==> config.mk <==
export PLATFORM = sky130hd
export DESIGN_NAME = mem_burst_ctrl
export DESIGN_NICKNAME = d
export VERILOG_FILES = /design/src/rtl/mem_burst_ctrl.sv
export SDC_FILE = /design/constraint.sdc
export NUM_CORES = 2
export LEC_CHECK = 0
export BUFFER_PORTS_ARGS = -buffer_cell sky130_fd_sc_hd__buf_2
export CORE_AREA = 2 2 491 493
export CTS_BUF_LIST = sky130_fd_sc_hd__clkbuf_4 sky130_fd_sc_hd__clkbuf_8
export CTS_CLUSTER_SIZE = 12
export DETAILED_ROUTE_END_ITERATION = 7
export DIE_AREA = 0 0 493 495
export PLACE_DENSITY = 0.35
export SYNTH_ARGS = -nofsm -noshare
export SYNTH_HDL_FRONTEND = slang
export SYNTH_SLANG_ARGS = --single-unit
==> constraint.sdc <==
create_clock -name clk -period 34.2 [get_ports clk]
set_input_delay 3.42 -clock clk [delete_from_list [all_inputs] [get_ports clk]]
set_output_delay 3.42 -clock clk [all_outputs]
set_load 0.02 [all_outputs]
==> src/rtl/mem_burst_ctrl.sv <==
// Line-granular memory controller: one cache-line read or write per request, issued as a tagged
// bus request followed by BEATS data beats. Optional response watchdog: MEMCTRL_TIMEOUT_EN.

`ifndef SYSBUS_READ
`define SYSBUS_READ 1'b1
`endif
`ifndef SYSBUS_WRITE
`define SYSBUS_WRITE 1'b0
`endif
`ifndef SYSBUS_MEMORY
`define SYSBUS_MEMORY 4'b0001
`endif

module mem_burst_ctrl #(
    parameter int BUS_DATA_WIDTH = 64,
    parameter int BUS_TAG_WIDTH  = 13,
    parameter int LINE_WIDTH     = 512,
    parameter int TIMEOUT_CYCLES = 1024
) (
    input  logic                      clk,
    input  logic                      rst,
    input  logic                      req_valid,
    output logic                      req_ready,
    input  logic [63:0]               req_addr,
    input  logic                      req_we,
    input  logic [LINE_WIDTH-1:0]     req_wdata,
    output logic                      resp_valid,
    input  logic                      resp_ready,
    output logic [LINE_WIDTH-1:0]     resp_data,
    output logic                      resp_we,
    output logic                      resp_err,
    output logic                      bus_reqcyc,
    output logic                      bus_respack,
    output logic [BUS_DATA_WIDTH-1:0] bus_req,
    output logic [BUS_TAG_WIDTH-1:0]  bus_reqtag,
    input  logic                      bus_respcyc,
    input  logic                      bus_reqack,
    input  logic [BUS_DATA_WIDTH-1:0] bus_resp,
    input  logic [BUS_TAG_WIDTH-1:0]  bus_resptag,
    output logic [2:0]                dbg_state
);
    localparam int BEATS = LINE_WIDTH / BUS_DATA_WIDTH;
    localparam int CNT_W = $clog2(BEATS) + 1;
    localparam int OFF_W = $clog2(LINE_WIDTH / 8);
    localparam logic [CNT_W-1:0] LAST_BEAT = CNT_W'(BEATS - 1);
    localparam logic [BUS_TAG_WIDTH-1:0] RD_TAG =
        BUS_TAG_WIDTH'({`SYSBUS_READ, `SYSBUS_MEMORY, 8'h00});
    localparam logic [BUS_TAG_WIDTH-1:0] WR_TAG =
        BUS_TAG_WIDTH'({`SYSBUS_WRITE, `SYSBUS_MEMORY, 8'h00});

    typedef enum logic [2:0] {
        IDLE  = 3'd0,
        REQ   = 3'd1,
        RDATA = 3'd2,
        WDATA = 3'd3,
        RESP  = 3'd4
    } state_t;

    state_t                 state_q, state_d;
    logic [CNT_W-1:0]       cnt_q, cnt_d;
    logic [63-OFF_W:0]      addr_q, addr_d;
    logic                   we_q, we_d;
    logic [LINE_WIDTH-1:0]  wdata_q, wdata_d;
    logic [LINE_WIDTH-1:0]  line_q, line_d;
    logic [CNT_W-2:0]       beat_idx;
    logic [63:0]            line_addr;
    logic                   unused_bits;

    assign beat_idx    = cnt_q[CNT_W-2:0];
    assign line_addr   = {addr_q, {OFF_W{1'b0}}};
    assign unused_bits = ^{bus_resptag, req_addr[OFF_W-1:0]};
    assign dbg_state   = state_q;
    assign resp_data   = line_q;
    assign resp_we     = (state_q == RESP) & we_q;

`ifdef MEMCTRL_TIMEOUT_EN
    localparam int WD_W = $clog2(TIMEOUT_CYCLES) + 1;
    logic [WD_W-1:0] wd_q, wd_d;
    logic            err_q, err_d;
    assign resp_err = (state_q == RESP) & err_q;
`else
    localparam int unused_tmo = TIMEOUT_CYCLES;
    assign resp_err = 1'b0;
`endif

    always_comb begin
        state_d     = state_q;
        cnt_d       = cnt_q;
        addr_d      = addr_q;
        we_d        = we_q;
        wdata_d     = wdata_q;
        line_d      = line_q;
        req_ready   = 1'b0;
        resp_valid  = 1'b0;
        bus_reqcyc  = 1'b0;
        bus_respack = 1'b0;
        bus_req     = '0;
        bus_reqtag  = '0;
`ifdef MEMCTRL_TIMEOUT_EN
        wd_d        = wd_q;
        err_d       = err_q;
`endif
        case (state_q)
            IDLE: begin
                req_ready = 1'b1;
                if (req_valid) begin
                    addr_d  = req_addr[63:OFF_W];
                    we_d    = req_we;
                    wdata_d = req_wdata;
                    cnt_d   = '0;
                    state_d = REQ;
                    // A read starts from an empty line so missing beats come back as zero.
                    if (!req_we) line_d = '0;
`ifdef MEMCTRL_TIMEOUT_EN
                    err_d = 1'b0;
`endif
                end
            end
            REQ: begin
                bus_reqcyc = 1'b1;
                bus_req    = BUS_DATA_WIDTH'(line_addr);
                bus_reqtag = we_q ? WR_TAG : RD_TAG;
                if (bus_reqack) state_d = we_q ? WDATA : RDATA;
            end
            WDATA: begin
                bus_reqcyc = 1'b1;
                bus_reqtag = WR_TAG;
                bus_req    = wdata_q[beat_idx*BUS_DATA_WIDTH +: BUS_DATA_WIDTH];
                cnt_d      = cnt_q + 1'b1;
                if (cnt_q == LAST_BEAT) state_d = RESP;
            end
            RDATA: begin
                bus_respack = bus_respcyc;
                if (bus_respcyc) begin
                    line_d[beat_idx*BUS_DATA_WIDTH +: BUS_DATA_WIDTH] = bus_resp;
                    cnt_d = cnt_q + 1'b1;
                    if (cnt_q == LAST_BEAT) state_d = RESP;
                end
            end
            RESP: begin
                resp_valid = 1'b1;
                if (resp_ready) state_d = IDLE;
            end
            default: state_d = IDLE;
        endcase
`ifdef MEMCTRL_TIMEOUT_EN
        // wd_q counts cycles since the last bus event (or state entry) while waiting on the bus.
        if (state_q == REQ || state_q == RDATA) wd_d = wd_q + 1'b1;
        if (state_d != state_q || (state_q == REQ && bus_reqack) ||
            (state_q == RDATA && bus_respcyc)) wd_d = WD_W'(1);
        if (((state_q == REQ && !bus_reqack) || (state_q == RDATA && !bus_respcyc)) &&
            wd_q >= WD_W'(TIMEOUT_CYCLES - 1)) begin
            state_d = RESP;
            err_d   = 1'b1;
            wd_d    = WD_W'(1);
        end
`endif
    end

    always_ff @(posedge clk or posedge rst) begin
        if (rst) begin
            state_q <= IDLE;
            cnt_q   <= '0;
            addr_q  <= '0;
            we_q    <= 1'b0;
            wdata_q <= '0;
            line_q  <= '0;
`ifdef MEMCTRL_TIMEOUT_EN
            wd_q    <= '0;
            err_q   <= 1'b0;
`endif
        end else begin
            state_q <= state_d;
            cnt_q   <= cnt_d;
            addr_q  <= addr_d;
            we_q    <= we_d;
            wdata_q <= wdata_d;
            line_q  <= line_d;
`ifdef MEMCTRL_TIMEOUT_EN
            wd_q    <= wd_d;
            err_q   <= err_d;
`endif
        end
    end

endmodule

==> impl_results.md <==
- Fraction of the yosys area taken by sequential cells: 0.6101
- Endpoint type of the worst setup path: primary output
- Final antenna-violating net count: 0
- Post-CTS repair timing setup buffer count: 0
- Number of pins exceeding their max-slew limit in the final report: 0
- Average cell area after synthesis: 14.46 µm²
- Area of the die: 244000 µm²
- First-pass GRT wire length: 296300 µm
- Final setup vio count: 0
- Via count of the first global-routing pass: 33550
- Final cell count without fillers: 7712
- Std-Cell Core Area: 239200 µm²
- Number of fill cells in the layout: 25570
- Area of the multi-input gates: 16050 µm²
- Worst slew pin tran: 1146 ps
- Y dimension of the die: 495 µm
- GRT overflow: 0
- Die span in x: 493 µm
- Cell variety after synth: 48
- Vias post-DR: 32900
- Peak Freq: 121.2 MHz
- End of the worst register-to-register path: wdata_q[186]
- Post-detail-place hpwl: 160700 µm
- Power density over the cells: 92.66 nW/µm²
- Number of buffers created by CTS: 212
- Final number of hold-violating endpoints: 0
- R2r startpoint: dbg_state[1]
- Per-cell via count in the routed design: 4.266
- Level count of the clock H-tree: 4
- Met1 usage in global routing: 0.1827
- Most used flip-flop cell after synthesis: sky130_fd_sc_hd__dfrtp_1
- Sequential Area: 27290 µm²
- Count of input and output buffers: 1226
- Number of synthesized flops with an enable pin: 0
- CP Max Fanout: 5
- Post-synthesis sequential element count: 1090
- All-Layer GR Usage: 0.1742
- CTS Buffer Depth: 3
- Worst-case setup slack after placement: 25890 ps
- Number of nets in the layout: 4955
- Top-level I/O count: 1258
- Maximum number of pins on one net before global-route repair: 164
- Register clock-pin slew on the reported worst setup and hold paths: 60 ps
- Iteration-0 DRC Markers: 1942
- Arrival @ worst endpoint: 4830 ps
- Post-CTS resize count: 0
- Total Neg Setup Slack: 0 ps
- Number of clock sinks: 1090
- Final wirelength: 220600 µm
- RSZ-0062 raised after global routing: no
- Violated checks: DRC
- Highest-utilization routing layer at the global route stage: met2
- Start point of the critical path: bus_respcyc
- Critical path required time: 30780 ps
- Clk Tree Root Cell: sky130_fd_sc_hd__clkbuf_8
- CTS tree: built
- Synth Cell Area: 44710 µm²
- Warning count from the yosys run: 0
- First-pass iteration count of the detailed router: 7
- Worst Reg2Reg Path Length in Cells: 6
- Number of remaining DRC errors: 180
- Clock insertion delay at the later pin of the skew report: 950 ps
- Placed cell count: 7259
- Effective utilization at floorplan: 0.1869
- Total of max-cap violations: 0
- Ratio of final minimum period to clock period: 0.2413
- Routed length per placed instance: 28.61 µm
- Num rows: 180
- Outcome: finished, violations left
- Synth-to-layout area growth: 32.60%
- Worst slew margin relative to its limit: 0.2357
- Post-Syn Instances: 3091
- Category of the critical setup timing path: in2out
- Register-to-register setup slack: 29420 ps
- Number of buffers added to fix hold violations after cts: 0
- Global-route track usage on met2: 0.3131
- Proportion of register bits with asynchronous set or reset after synthesis: 1.000
- Type of the worst min-delay path: reg2reg
- Power after layout: 5.493 mW
- Minimum period implied by the final worst setup slack: 8252 ps
- Layout Skew: 75.35 ps
- Post-route setup slack: 25950 ps
- Critical path capture point: bus_respack
- Met3 GRT Util: 0.07404
- GP Congestion: 0.7740
- Share of final-layout standard cells stronger than drive strength 1: 0.5531
- Startpoint Class: input port
- Worst ir drop on vdd: 0.03683 mV
- Leakage power total: 28.19 nW
- Initial antenna violation count: 199
-- placed cells by master, fill, tap and decap left out, drive strengths merged, types with 2 or more instances in the layout --
cell,count
nand4b,2
ha,7
o31ai,58
dfrtp,1090
bufinv,6
nor4,2
conb,12
nand4,35
diode,63
clkbuf,347
o22ai,59
or3b,2
xnor2,2
and3,11
clkinvlp,2
a211oi,2
nor2,72
o21a,2
and2,2
mux2,687
mux4,70
nor2b,4
inv,48
nor3,4
nand2,79
clkinv,29
buf,1287
a21oi,9
o21ai,44
a22o,478
nand2b,2
-- report_power, final --
group	total (mW)	switching, mW	internal [mW]
logic	2.00	1.18	0.820
registers	1.98	0.261	1.72
clock network	1.52	0.658	0.860
-- layout make-up --
| cell class | count | area share |
|---|---|---|
| Sequential cell | 1090 | 0.4603 |
| Multi-Input combinational cell | 1655 | 0.2707 |
| Timing Repair Buffer | 1287 | 0.1123 |
| Clock buffer | 347 | 0.07317 |
| Tap cell | 3185 | 0.06722 |
| Clock inverter | 43 | 0.01095 |
| Inverter | 42 | 0.002786 |
| Antenna cell | 63 | 0.002659 |
-- per-stage QoR --
step | hold WS (ps) | instance area, µm² | utilization
2_1_floorplan | 475.0 | 44750 | -
3_3_place_gp | 480.4 | 54140 | 0.2264
3_5_place_dp | 476.6 | 54140 | 0.2264
4_1_cts | 496.6 | 59130 | 0.2472
5_1_grt | 500.6 | 59210 | 0.2476
6_report | 493.5 | 59280 | 0.2479
-- worst max-delay path, stage by stage --
cell	delay [ps]
sky130_fd_sc_hd__buf_2	110
sky130_fd_sc_hd__nor4bb_1	900
sky130_fd_sc_hd__buf_2	400
-- state kept, by name (all words and copies together), names as in the netlist --
signal	flops
we_q	1
addr_q	58
wdata_q	512
resp_data	512
dbg_state	3
cnt_q	4
-- cells by family (layout without fill, tap and decap cells) --
logic type               count (synthesis)  after routing  share of synthesized area
AO/OA/AOI/OAI                          655            655                     0.1196
XOR/XNOR                                 2              2                  0.0003919
adder cells (fa/ha/maj)                  7              7                   0.001959
buffers and inverters                  357           1719                    0.03574
flip-flops                            1090           1090                     0.6101
multiplexers                           758            758                     0.2085
other                                    1             75                 0.00008387
AND/OR/NAND/NOR                        221            221                    0.02368
-- synth_stat cells (4+ instances only) --
| library cell | instances | area share |
|---|---|---|
| sky130_fd_sc_hd__dfrtp_1 | 1090 | 0.61 |
| sky130_fd_sc_hd__nand4_1 | 35 | 0.0049 |
| sky130_fd_sc_hd__mux4_2 | 70 | 0.035 |
| sky130_fd_sc_hd__buf_4 | 14 | 0.0024 |
| sky130_fd_sc_hd__nand2_1 | 79 | 0.0066 |
| sky130_fd_sc_hd__a22o_1 | 478 | 0.094 |
| sky130_fd_sc_hd__o22ai_1 | 59 | 0.0083 |
| sky130_fd_sc_hd__mux2_2 | 687 | 0.17 |
| sky130_fd_sc_hd__buf_1 | 59 | 0.0050 |
| sky130_fd_sc_hd__clkbuf_1 | 98 | 0.0082 |
| sky130_fd_sc_hd__inv_1 | 41 | 0.0034 |
| sky130_fd_sc_hd__a21oi_1 | 9 | 0.0010 |
| sky130_fd_sc_hd__and3_1 | 11 | 0.0015 |
| sky130_fd_sc_hd__clkbuf_2 | 30 | 0.0034 |
| sky130_fd_sc_hd__o31ai_1 | 58 | 0.0097 |
| sky130_fd_sc_hd__buf_6 | 4 | 0.0010 |
| sky130_fd_sc_hd__buf_2 | 110 | 0.012 |
| sky130_fd_sc_hd__o21ai_0 | 36 | 0.0040 |
| sky130_fd_sc_hd__ha_1 | 7 | 0.0020 |
| sky130_fd_sc_hd__nor2_1 | 72 | 0.0060 |
| sky130_fd_sc_hd__o21ai_2 | 6 | 0.0012 |
| sky130_fd_sc_hd__nor2b_1 | 4 | 0.00056 |
-- per-layer routing --
metal	part of all wire	vias to the layer above
li1	-	14000
met1	0.35	16890
met4	0.032	162
met3	0.097	511
met2	0.52	1336
met5	0.0047	-
-- worst min path at each step --
stage                         startpoint        endpoint  slack, ps  cells after the start
after floorplan             wdata_q[198]    wdata_q[198]        470                      1
after global placement    resp_data[123]  resp_data[123]        480                      1
after detailed placement   resp_data[74]   resp_data[74]        480                      1
after CTS                  resp_data[80]   resp_data[80]        500                      1
after global routing       resp_data[78]   resp_data[78]        500                      1
final                     resp_data[104]  resp_data[104]        490                      1
(Power assumes the default switching activity.)
